`src/rtl/ahb_wburst_master.sv`:
```
// AHB-Lite INCR write-burst master: pops 64-bit beats from the bridge write FIFO
// and issues them as a burst with wait-state, BUSY and ERROR handling.
module ahb_wburst_master #(
  parameter int ADDR_W = 32,
  parameter int DATA_W = 64,
  parameter int LEN_W  = 8
) (
  input  logic              clk,
  input  logic              reset,
  input  logic              cmd_valid,
  output logic              cmd_ready,
  input  logic [ADDR_W-1:0] cmd_addr,
  input  logic [LEN_W-1:0]  cmd_len,
  input  logic [2:0]        cmd_size,
  input  logic [DATA_W-1:0] fifo_data,
  input  logic              fifo_empty,
  output logic              fifo_rd_en,
  output logic [ADDR_W-1:0] haddr,
  output logic [1:0]        htrans,
  output logic              hwrite,
  output logic [2:0]        hsize,
  output logic [2:0]        hburst,
  output logic [DATA_W-1:0] hwdata,
  input  logic              hready,
  input  logic              hresp,
  output logic              done_valid,
  output logic              done_err
);

  localparam logic [2:0] S_IDLE  = 3'd0;
  localparam logic [2:0] S_FETCH = 3'd1;
  localparam logic [2:0] S_ADDR  = 3'd2;
  localparam logic [2:0] S_BUSY  = 3'd3;
  localparam logic [2:0] S_LAST  = 3'd4;
  localparam logic [2:0] S_DRAIN = 3'd5;

  localparam logic [1:0] T_IDLE   = 2'b00;
  localparam logic [1:0] T_BUSY   = 2'b01;
  localparam logic [1:0] T_NONSEQ = 2'b10;
  localparam logic [1:0] T_SEQ    = 2'b11;

  localparam logic [LEN_W:0]  CNT_ONE  = 1;
  localparam logic [ADDR_W-1:0] ADDR_ONE = 1;

  logic [2:0]        state;
  logic [LEN_W:0]    beats_to_fetch;
  logic [LEN_W:0]    beats_to_issue;
  logic [DATA_W-1:0] hold_data;
  logic              hold_vld;
  logic              sticky_err;
  logic              err_done;
  logic              addr_accept;
  logic              pop;
  logic              err_first;
  logic [ADDR_W-1:0] haddr_next;
  logic              next_cross_1k;

  assign cmd_ready   = (state == S_IDLE);
  assign hburst      = 3'b001;
  assign addr_accept = hready && htrans[1];
  assign err_first   = hresp && !hready;
  assign haddr_next  = haddr + (ADDR_ONE << hsize);
  assign next_cross_1k = (haddr_next[9:0] == 10'd0);

  // While draining after an error the hold register is bypassed, so pops do
  // not wait for it to empty.
  always_comb begin
    pop = 1'b0;
    if (beats_to_fetch != '0 && !fifo_empty) begin
      if (state == S_DRAIN)
        pop = 1'b1;
      else
        pop = !hold_vld || addr_accept;
    end
  end

  assign fifo_rd_en = pop;

  always_ff @(posedge clk or posedge reset) begin
    if (reset) begin
      state          <= S_IDLE;
      beats_to_fetch <= '0;
      beats_to_issue <= '0;
      hold_data      <= '0;
      hold_vld       <= 1'b0;
      sticky_err     <= 1'b0;
      err_done       <= 1'b0;
      haddr          <= '0;
      htrans         <= T_IDLE;
      hwrite         <= 1'b0;
      hsize          <= '0;
      hwdata         <= '0;
      done_valid     <= 1'b0;
      done_err       <= 1'b0;
    end else begin
      done_valid <= 1'b0;
      done_err   <= 1'b0;

      if (pop)
        beats_to_fetch <= beats_to_fetch - CNT_ONE;

      if (addr_accept) begin
        hwdata   <= hold_data;
        hold_vld <= 1'b0;
      end
      if (pop && state != S_DRAIN) begin
        hold_data <= fifo_data;
        hold_vld  <= 1'b1;
      end

      case (state)
        S_IDLE: begin
          if (cmd_valid) begin
            haddr          <= cmd_addr;
            hsize          <= cmd_size;
            beats_to_fetch <= {1'b0, cmd_len} + CNT_ONE;
            beats_to_issue <= {1'b0, cmd_len} + CNT_ONE;
            sticky_err     <= 1'b0;
            err_done       <= 1'b0;
            hold_vld       <= 1'b0;
            state          <= S_FETCH;
          end
        end

        S_FETCH: begin
          if (hold_vld || pop) begin
            htrans <= T_NONSEQ;
            hwrite <= 1'b1;
            state  <= S_ADDR;
          end
        end

        S_ADDR: begin
          if (err_first) begin
            htrans     <= T_IDLE;
            hwrite     <= 1'b0;
            sticky_err <= 1'b1;
            err_done   <= 1'b0;
            hold_vld   <= 1'b0;
            state      <= S_DRAIN;
          end else if (addr_accept) begin
            haddr          <= haddr_next;
            beats_to_issue <= beats_to_issue - CNT_ONE;
            if (beats_to_issue == CNT_ONE) begin
              htrans <= T_IDLE;
              hwrite <= 1'b0;
              state  <= S_LAST;
            end else if (pop) begin
              htrans <= next_cross_1k ? T_NONSEQ : T_SEQ;
            end else begin
              htrans <= T_BUSY;
              state  <= S_BUSY;
            end
          end
        end

        S_BUSY: begin
          if (err_first) begin
            htrans     <= T_IDLE;
            hwrite     <= 1'b0;
            sticky_err <= 1'b1;
            err_done   <= 1'b0;
            hold_vld   <= 1'b0;
            state      <= S_DRAIN;
          end else if (hold_vld || pop) begin
            htrans <= (haddr[9:0] == 10'd0) ? T_NONSEQ : T_SEQ;
            state  <= S_ADDR;
          end
        end

        S_LAST: begin
          if (err_first) begin
            sticky_err <= 1'b1;
            err_done   <= 1'b0;
            state      <= S_DRAIN;
          end else if (hready) begin
            done_valid <= 1'b1;
            done_err   <= sticky_err;
            state      <= S_IDLE;
          end
        end

        S_DRAIN: begin
          // hready here marks the second cycle of the two-cycle ERROR response.
          if (hready)
            err_done <= 1'b1;
          if (beats_to_fetch == '0 && (err_done || hready)) begin
            done_valid <= 1'b1;
            done_err   <= 1'b1;
            state      <= S_IDLE;
          end
        end

        default: state <= S_IDLE;
      endcase
    end
  end

endmodule
```
`config.mk`:
```
export PLATFORM = sky130hd
export DESIGN_NAME = ahb_wburst_master
export DESIGN_NICKNAME = d
export VERILOG_FILES = /design/src/rtl/ahb_wburst_master.sv
export SDC_FILE = /design/constraint.sdc
export NUM_CORES = 1
export LEC_CHECK = 0
export ABC_CLOCK_PERIOD_IN_PS = 7900
export BUFFER_PORTS_ARGS = -buffer_cell sky130_fd_sc_hd__buf_4
export CELL_PAD_IN_SITES_DETAIL_PLACEMENT = 1
export CELL_PAD_IN_SITES_GLOBAL_PLACEMENT = 2
export CORE_MARGIN = 2
export CORE_UTILIZATION = 34
export CTS_CLUSTER_SIZE = 28
export DETAILED_ROUTE_END_ITERATION = 8
export HOLD_SLACK_MARGIN = 0.03
export PLACE_DENSITY_LB_ADDON = 0.1
export SYNTH_ARGS = -nofsm -noshare
export SYNTH_HDL_FRONTEND = slang
export SYNTH_SLANG_ARGS = --single-unit
```
`constraint.sdc`:
```
create_clock -name clk -period 7.9 [get_ports clk]
set_input_delay 0.79 -clock clk [delete_from_list [all_inputs] [get_ports clk]]
set_output_delay 0.79 -clock clk [all_outputs]
set_load 0.01 [all_outputs]
```
Word-level counts from Yosys, hierarchy flattened
Index checks and enable logic that the tools add are counted.

storage, ports and cells
  logic and storage cells = 125
  bits of input ports = 113
  register bits after elaboration = 192
  output and inout port bits = 109

operators by class
  shift-type cells = 1
  reduce and logical (&&, ||, !) cells = 29
  equality and inequality tests = 20
  add/subtract/negate cells = 4
  multiplexer cells = 57

operator list
  operator                                             number
  2-to-1 mux 32 bit                                    3
  one-hot mux 32 bit (2 select lines)                  1
  2-to-1 mux 9 bit                                     6
  adder 32 bit                                         1
  left shift 1 x 3 -> 32 bit, first input constant     1
  2-to-1 mux 3 bit                                     10
  2-to-1 mux 1 bit                                     21
  zero test 10 bit                                     2
  one-hot mux 3 bit (6 select lines)                   1
  one-hot mux 9 bit (2 select lines)                   1
  subtractor 9 x 1 -> 9 bit, second input constant     2
  != test 3 bit, second input constant                 5
  2-to-1 mux 2 bit                                     7
  != test 2 bit, second input constant                 6
  AND reduction 4 bit                                  3
  AND reduction 5 bit                                  2
  adder 8 x 1 -> 9 bit, second input constant          1
  equality test 9 x 1 -> 1 bit, second input constant  1
  zero test 9 bit                                      1
  nonzero test 9 bit                                   1
  one-hot mux 1 bit (2 select lines)                   4
  equality test 3 x 2 -> 1 bit, second input constant  2
  equality test 3 bit, second input constant           2
  one-hot mux 1 bit (3 select lines)                   2
  other kinds (14)                                     25

Longest topological paths before layout
Gate-level depths: netlist of the first run.

  depth after elaboration = 9
  depth in mapped cells = 11
  mapped depth without buffers = 10

Worst setup path after synthesis of the first run
OpenSTA, ideal clock, no wires.

  path kind = flip-flop to flip-flop
  from = reg hsize[0]
  to = reg haddr[18]
  buffers on the path = 1
  setup time = 0.066 ns
  period minus slack after synthesis = 2.961 ns
  cell stages (with the launch flop) = 10
  setup slack = 4.939 ns
  arrival = 2.895 ns
  required time = 7.834 ns
  path through = dfrtp_1 > clkbuf_1 > or3b_2 > fa_1 > nor2b_1 > o211ai_1 > a2111oi_0 > nand2_1 > o21ai_0 > a22o_1

between the ends
  word-level cells in the longest chain between the ends = 5

RTL lines
  item                                 line  source
  start, declared                      21    output logic [2:0] hsize,
  start signal, assigned               115   hsize <= cmd_size;
  left shift 1 x 3 -> 32 bit           62    assign haddr_next = haddr + (ADDR_ONE << hsize);
  adder 32 bit                         62
  2-to-1 mux 32 bit                    141   end else if (addr_accept) begin
  2-to-1 mux 32 bit                    134   if (err_first) begin
  one-hot mux 32 bit (2 select lines)  111   case (state)
  end signal, assigned                 114   haddr <= cmd_addr;
  end signal, assigned                 142   haddr <= haddr_next;
  end, declared                        18    output logic [ADDR_W-1:0] haddr,

Every way passes these cells. The select of a mux whose other input is x is not followed.
A chain may end at the register's enable or synchronous reset.

Final worst setup path of the first run
Same ends and word-level chain as after synthesis.

==> results of run 1 <==
[cell families after synthesis]
kind of cell / synth area share (%)
simple gates: 11.1
xor+xnor: 1.61
flops: 52.1
other cells: 0.0814
compound gates: 13.9
fa+ha+maj: 1.84
mux: 15.9
buf+inv: 3.48
[worst max-delay path: cells and delay by family, from the launching register on]
kind	cells	cell delay, ns
AOI/OAI and AO/OA	4	1.62
adders and majority gates	1	0.46
DFF	1	0.51
and+or+nand+nor	3	0.94
[state kept, by name, summed over array words and instances, names as in the netlist]
name,count
hold_data,64
hwrite,1
done_err,1
hsize,3
done_valid,1
beats_to_fetch,9
err_done,1
beats_to_issue,9
htrans,2
sticky_err,1
haddr,32
state,3
hwdata,64
hold_vld,1
[power groups by stage]
stage	sequential (mW)	clock, mW	combinational (mW)
detailed placement	1.88	0	2.18
global route	1.93	0.969	2.38
CTS	1.86	0.931	2.19
finish	1.85	0.898	2.15
global placement	1.86	0	2.17
floorplan	1.86	0	1.30
[final timing paths]
path | slack (ns) | end | start | cells past startpoint
max | 4.31 | haddr[18]$_DFFE_PP0P_ | hsize[0]$_DFFE_PP0P_ | 8
max reg2reg | 4.31 | haddr[18]$_DFFE_PP0P_ | hsize[0]$_DFFE_PP0P_ | 8
min | 0.49 | hold_data[46]$_DFFE_PP0P_ | hold_data[46]$_DFFE_PP0P_ | 1
max in group asynchronous | 5.81 | hwdata[47]$_DFFE_PP0P_ | reset | 3
min reg2reg | 0.49 | hold_data[46]$_DFFE_PP0P_ | hold_data[46]$_DFFE_PP0P_ | 1
min in group asynchronous | 0.54 | hwdata[26]$_DFFE_PP0P_ | reset | 2
[routing by layer]
| metal | GRT usage [%] | vias up |
|---|---|---|
| met5 | 0 | - |
| met4 | 3.15 | 0 |
| met3 | 6.17 | 7 |
| met2 | 29.6 | 135 |
| met1 | 24.6 | 3660 |
| li1 | - | 3421 |
[cell usage after synthesis (6+ instances only)]
cell type  instances
nand2b_1           6
nand4_1            6
a21oi_1           51
ha_1              12
mux2_2            81
o211ai_1           6
nand2_1           66
mux2_1            49
and3_1             8
inv_1             20
a31oi_1           10
nor3_1            15
o22a_1             6
xor2_1             8
xnor2_1            9
clkbuf_1          29
buf_6              6
o21ai_0           53
o22ai_1            8
dfrtp_1          192
a211oi_1          10
nand3_1           18
nor2_1            48
[metrics by stage]
stage / instance area [µm²] / hold slack, ns / utilization, % / setup slack (ns) / power (mW)
after floorplan: 9230 / 0.459 / - / 1.88 / 3.16
after global placement: 11100 / 0.469 / 41.6 / 4.24 / 4.02
after detailed placement: 11100 / 0.479 / 41.6 / 4.21 / 4.06
after CTS: 11800 / 0.497 / 43.9 / 4.25 / 4.98
after global routing: 11800 / 0.509 / 43.9 / 3.87 / 5.28
final: 11800 / 0.491 / 43.9 / 4.31 / 4.89
[final cells by class]
cell class | count | area (µm²) | share of cell area (%)
clock buffer | 19 | 453 | 3.85
clock inverter | 13 | 159 | 1.35
inverter | 21 | 86.3 | 0.735
multi-input combinational | 572 | 4120 | 35.1
sequential | 192 | 4800 | 40.9
tap | 341 | 427 | 3.63
timing repair buffer | 227 | 1700 | 14.5
==> summary.md, run 1 <==
| Metric | Value |
|---|---|
| Met2 WL | `between 10 and 15 mm` |
| # port buffers | `~220` |
| First-pass GRT wire length | `41.9 mm` |
| Clock Latency Late Sink | `0.43 ns` |
| Total track usage | `between 10% and 20%` |
| Critical Path RT | `between 8 and 9 ns` |
| Final ANT Viol Nets | `0` |
| # placed instances | `around 1,400` |
| Commonest non-fill, non-tap cell in the layout | `buf_4` |
| Cts repair resizes | `0` |
| Chip Height | `169 µm` |
| Final number of hold-violating endpoints | `0` |
| Ports | `222` |
| Critical path arrival | `a little under 4 ns` |
| Crit-path max FO | `10` |
| Via density | `approximately 5.2` |
| Internal Pwr Total | `2.96 mW` |
| Fin. max-slew vios | `0` |
| Final wirelength | `about 26 mm` |
| Sw Share | `39.5%` |
| Starting Density | `34.4%` |
| Mean Syn Cell Area | `11.1 µm²` |
| Slowest stage cell on the critical path | `a2111oi_0` |
| Post-Layout Cell Count | `roughly 1,400` |
| Mapped Cells | `slightly above 800` |
| Skew final | `0.0174 ns` |
| CTS H-Tree Depth | `4` |
| Setup TNS | `0 ns` |
| Met3 WL | `1.70 mm` |
| Num CTS Buffers | `17` |
| Final worst path period need | `~3.6 ns` |
| Die area | `around 28,000 µm²` |
| Slew @ Worst Pin | `approximately 1.1 ns` |
| Setup violators final | `0` |
| # Max-Cap Violations | `0` |
| Commonest non-fill, non-tap cells in the layout | `buf_4, dfrtp_1, mux2_2, nand2_1, o21ai_0` |
| Tcrit/Tclk final | `~45%` |
| Chip width | `~170 µm` |
| Root buffer cell | `clkbuf_16` |
| Post-synth EDFFs | `0` |
| CTS tree | `done` |
| Synth Register Bits | `roughly 190` |
| Gpl congestion | `between 0.7 and 0.8` |
| Top FF cell, synth | `dfrtp_1` |
| Critical-path cell list | `or3b_2 > fa_1 > nor2b_1 > o211ai_1 > a2111oi_0 > nand2_1 > o21ai_0 > a22o_1` |
| Layout cell share with drive strength beyond 1 | `around a third` |
| Vias in the first global route | `around 7,500` |
| VDD IR max | `0.140 mV` |
| Rows | `60` |
| Clock share of power | `18.3%` |
| Sequential fraction of the synthesis area | `a little over half` |
| Crit start category | `register` |
| RSZ-0062 raised after global routing | `no` |
| Max incr delay on CP | `1.00 ns` |
| Ant diodes | `0` |
| Routed len/inst | `about 19 µm` |
| Filler cells | `~3,000` |
| CTS sink cnt | `approximately 190` |
| Switching power | `approximately 1.9 mW` |
| Post-synthesis cell type count | `69` |
| Initial antenna violation count | `0` |
| Status | `finished clean` |
| Warnings from Yosys | `0` |
| Post-Syn Area | `9230 µm²` |
| Fmax | `around 280 MHz` |
| Slew margin rel. | `~28%` |
| Grt total ovfl | `0` |
| Max Used Layer | `met4` |
| Setup Crit Path Kind | `register to register` |
| Wl on met1 | `approximately 12 mm` |
| Comb pwr share | `~44%` |
| Core area | `roughly 27,000 µm²` |
| Routed vias | `around 7,200` |
| # nets final | `~1,200` |
| 1st-pass router iterations | `4` |
| Worst Setup End Kind | `register` |
| Largest area contributor in the netlist | `dfrtp_1` |
| Sequential share of power | `between 30% and 40%` |
| Pleak | `5.16 nW` |
| PwrDens | `416 nW/µm²` |
| HP Class | `register to register` |
| Remaining DRCs | `0` |
| Post-synth ARST share | `100%` |
| Starting DRT DRC Count | `around 280` |
| Worst-path clk slew | `around 0.080 ns` |
| Postcts setup bufs | `0` |
| Top post-synthesis cells by area | `dfrtp_1, mux2_2, mux2_1` |
| DP HPWL | `18.0 mm` |
| Hold Buf Count CTS | `0` |
| CTS Buffer Depth | `2` |
| Synthesis-to-layout area growth | `27.4%` |
| Synth top area share | `a little over half` |
| Pin count of the biggest net entering global routing | `111` |
Power figures use the tool's default switching activity.
==> inputs of run 2 (changes only) <==
--- a/config.mk
+++ b/config.mk
@@ -5,12 +5,12 @@
 export SDC_FILE = /design/constraint.sdc
 export NUM_CORES = 1
 export LEC_CHECK = 0
-export ABC_CLOCK_PERIOD_IN_PS = 7900
+export ABC_CLOCK_PERIOD_IN_PS = 3200
 export BUFFER_PORTS_ARGS = -buffer_cell sky130_fd_sc_hd__buf_4
 export CELL_PAD_IN_SITES_DETAIL_PLACEMENT = 1
 export CELL_PAD_IN_SITES_GLOBAL_PLACEMENT = 2
 export CORE_MARGIN = 2
-export CORE_UTILIZATION = 34
+export CORE_UTILIZATION = 31
 export CTS_CLUSTER_SIZE = 28
 export DETAILED_ROUTE_END_ITERATION = 8
 export HOLD_SLACK_MARGIN = 0.03
==> constraint.sdc (replaced) <==
create_clock -name clk -period 3.2 [get_ports clk]
set_input_delay 0.32 -clock clk [delete_from_list [all_inputs] [get_ports clk]]
set_output_delay 0.32 -clock clk [all_outputs]
set_load 0.01 [all_outputs]
==> summary.md, run 2 (synthesis gave the netlist of run 1 again) <==
| Metric | Value |
|---|---|
| Ports | `222 (unchanged)` |
| DP HPWL | `19.3 mm (was 18.0 mm)` |
| CTS H-Tree Depth | `4 (unchanged)` |
| Setup Crit Path Kind | `register to register (unchanged)` |
| Reg2Reg Depth | `9 (was 8)` |
| HP Start | `fifo_data[33] (was hold_data[46]$_DFFE_PP0P_)` |
| RR Startpoint | `hsize[0]$_DFFE_PP0P_ (unchanged)` |
| CTS Buffer Depth | `2 (unchanged)` |
| HP Class | `input port to register (was register to register)` |
| Setup violators final | `0 (unchanged)` |
| Critical Path RT | `3.58 ns (was 8.27 ns)` |
| Die area | `31,200 µm² (was 28,500 µm²)` |
| Number of buffers and inverters on the critical path | `1 (was 0)` |
| Setup TNS | `0 ns (unchanged)` |
| Max incr delay on CP | `0.54 ns (was 1.00 ns)` |
| Crit-path max FO | `7 (was 10)` |
| FF-to-FF End | `haddr[29]$_DFFE_PP0P_ (was haddr[18]$_DFFE_PP0P_)` |
| Total track usage | `17.5% (was 18.4%)` |
| Gpl congestion | `0.750 (was 0.724)` |
| Vias in the first global route | `7,653 (was 7,528)` |
| Fmax | `333 MHz (was 279 MHz)` |
| Worst Hold Endpoint | `hold_data[33]$_DFFE_PP0P_ (was hold_data[46]$_DFFE_PP0P_)` |
| Critical path arrival | `3.38 ns (was 3.95 ns)` |
| Routed len/inst | `18.3 µm (was 18.6 µm)` |
| Crit start category | `register (unchanged)` |
| 1st-pass router iterations | `4 (unchanged)` |
| Skew final | `0.0165 ns (was 0.0174 ns)` |
| First-pass GRT wire length | `42.5 mm (was 41.9 mm)` |
| RSZ-0062 raised after global routing | `no (unchanged)` |
| Slowest stage cell on the critical path | `or4_1 (was a2111oi_0)` |
| CTS sink cnt | `192 (unchanged)` |
| Critical-path cell list | `buf_4 > and3b_1 > ha_1 > nand4_1 > or3_1 > a21o_1 > or4_1 > a21oi_1 > o22a_1 (was or3b_2 > fa_1 > nor2b_1 > o211ai_1 > a2111oi_0 > nand2_1 > o21ai_0 > a22o_1)` |
| Worst Setup End Kind | `register (unchanged)` |
| Starting Density | `31.3% (was 34.4%)` |
| PwrDens | `1020 nW/µm² (was 416 nW/µm²)` |
| Hold_ws | `0.0870 ns (was 0.491 ns)` |
| Pin count of the biggest net entering global routing | `84 (was 111)` |
| # nets final | `1,182 (was 1,157)` |
| Tot Pwr | `12.3 mW (was 4.89 mW)` |
| Largest registers | `hold_data: 64 flops, hwdata: 64 flops, haddr: 32 flops (unchanged)` |
| # port buffers | `218 (unchanged)` |
| Remaining DRCs | `0 (unchanged)` |
| Num CTS Buffers | `17 (unchanged)` |
| End-of-flow core utilization | `40.9% (was 43.9%)` |
| Pleak | `5.27 nW (was 5.16 nW)` |
| Rows | `63 (was 60)` |
| Via density | `4.99 (was 5.22)` |
| Clock Latency Late Sink | `0.45 ns (was 0.43 ns)` |
| Worst-path clk slew | `0.07 ns (was 0.08 ns)` |
| Layout cell share with drive strength beyond 1 | `35.9% (was 34.5%)` |
| Slew @ Worst Pin | `0.684 ns (was 1.06 ns)` |
| Chip width | `177 µm (was 169 µm)` |
| Hold path cells | `2 (was 1)` |
| Cell family with most CP delay | `simple AND/OR/NAND/NOR gates (was compound AO/OA/AOI/OAI gates)` |
| Final wirelength | `26.7 mm (was 25.8 mm)` |
| R2r setup slk | `0.19 ns (was 4.31 ns)` |
| Core area | `29,500 µm² (was 26,800 µm²)` |
| Synthesis-to-layout area growth | `30.7% (was 27.4%)` |
| Fin. max-slew vios | `0 (unchanged)` |
| Grt total ovfl | `0 (unchanged)` |
| Tcrit/Tclk final | `93.9% (was 45.4%)` |
| Root buffer cell | `clkbuf_16 (unchanged)` |
| VDD IR max | `0.438 mV (was 0.140 mV)` |
| Chip Height | `177 µm (was 169 µm)` |
| Routed vias | `7,280 (was 7,223)` |
| Initial antenna violation count | `0 (unchanged)` |
| Ant diodes | `0 (unchanged)` |
| Starting DRT DRC Count | `208 (was 283)` |
| Commonest non-fill, non-tap cells in the layout | `buf_4, dfrtp_1, mux2_2, nand2_1, o21ai_0 (unchanged)` |
| Status | `finished clean (unchanged)` |
| Commonest non-fill, non-tap cell in the layout | `buf_4 (unchanged)` |
| # Max-Cap Violations | `0 (unchanged)` |
| CTS tree | `done (unchanged)` |
| Slew margin rel. | `54.0% (was 27.7%)` |
| Final number of hold-violating endpoints | `0 (unchanged)` |
| Final worst path period need | `3.01 ns (was 3.59 ns)` |
| Final ANT Viol Nets | `0 (unchanged)` |
run 2: cell types whose count changed in the layout (fill, tap and decap cells not counted), moves of 2 or more:
cell / previous run / this run
buf_12: 0 / 7
buf_4: 227 / 244
clkbuf_1: 0 / 2
clkinv_4: 2 / 0
clkinv_8: 4 / 0
clkinvlp_4: 0 / 5
inv_8: 4 / 2
run 2: area by class of cell:
class / count / area (µm²)
Sequential cell: 192 / 4800
Multi-Input combinational cell: 572 / 4130
Clock inverter: 12 / 123
Clock buffer: 20 / 447
Inverter: 21 / 82.6
Fill cell: 3291 / 17400
Tap cell: 390 / 488
Timing Repair Buffer: 252 / 1980
run 2: worst reg2reg max path, delay by kind of cell (launching register included):
| kind | cells | cell delay, ns |
|---|---|---|
| and+or+nand+nor | 4 | 1.34 |
| AOI/OAI and AO/OA | 3 | 0.58 |
| DFF | 1 | 0.44 |
| adders and majority gates | 1 | 0.39 |
| buffers and inverters | 1 | 0.18 |
run 2: stage by stage:
step           cell area (µm²)  setup WS (ns)  cells
2_1_floorplan             9240          0.239    832
3_3_place_gp             11500          0.295   1425
3_5_place_dp             11500          0.196   1425
4_1_cts                  12000          0.162   1458
5_1_grt                  12100        0.00417   1459
6_report                 12100          0.194   1459
run 2: where the power goes:
part | leakage (nW) | total, mW | internal, mW | switching, mW
registers | 2.26 | 4.48 | 3.63 | 0.858
logic | 2.74 | 5.68 | 2.78 | 2.90
clock network | 0.268 | 2.13 | 1.11 | 1.02
run 2: routing by layer:
layer  track usage, %  vias up  wire (µm)
met3             6.48       13       2130
met2             27.9      158      12600
met1             22.4     3655      11700
met5                0        -          0
met4             4.20        0        213
li1                 -     3454          -
run 2: repair_timing:
item,in CTS,in global routing
hold buffers,1,0
resized for setup,0,3
setup endpoints to repair,0,6
setup buffers,0,1
endpoints found under the hold margin,1,0
run 2: worst max-delay path by stage:
stage	startpoint	end	slack, ns	depth (start not counted)
floorplan	hsize[0]$_DFFE_PP0P_	haddr[18]$_DFFE_PP0P_	0.24	9
global placement	hsize[1]$_DFFE_PP0P_	haddr[24]$_DFFE_PP0P_	0.30	12
detailed placement	hsize[0]$_DFFE_PP0P_	haddr[30]$_DFFE_PP0P_	0.20	8
CTS	hsize[0]$_DFFE_PP0P_	haddr[30]$_DFFE_PP0P_	0.16	8
global route	hsize[1]$_DFFE_PP0P_	haddr[30]$_DFFE_PP0P_	0.004	11
finish	hsize[0]$_DFFE_PP0P_	haddr[29]$_DFFE_PP0P_	0.19	9
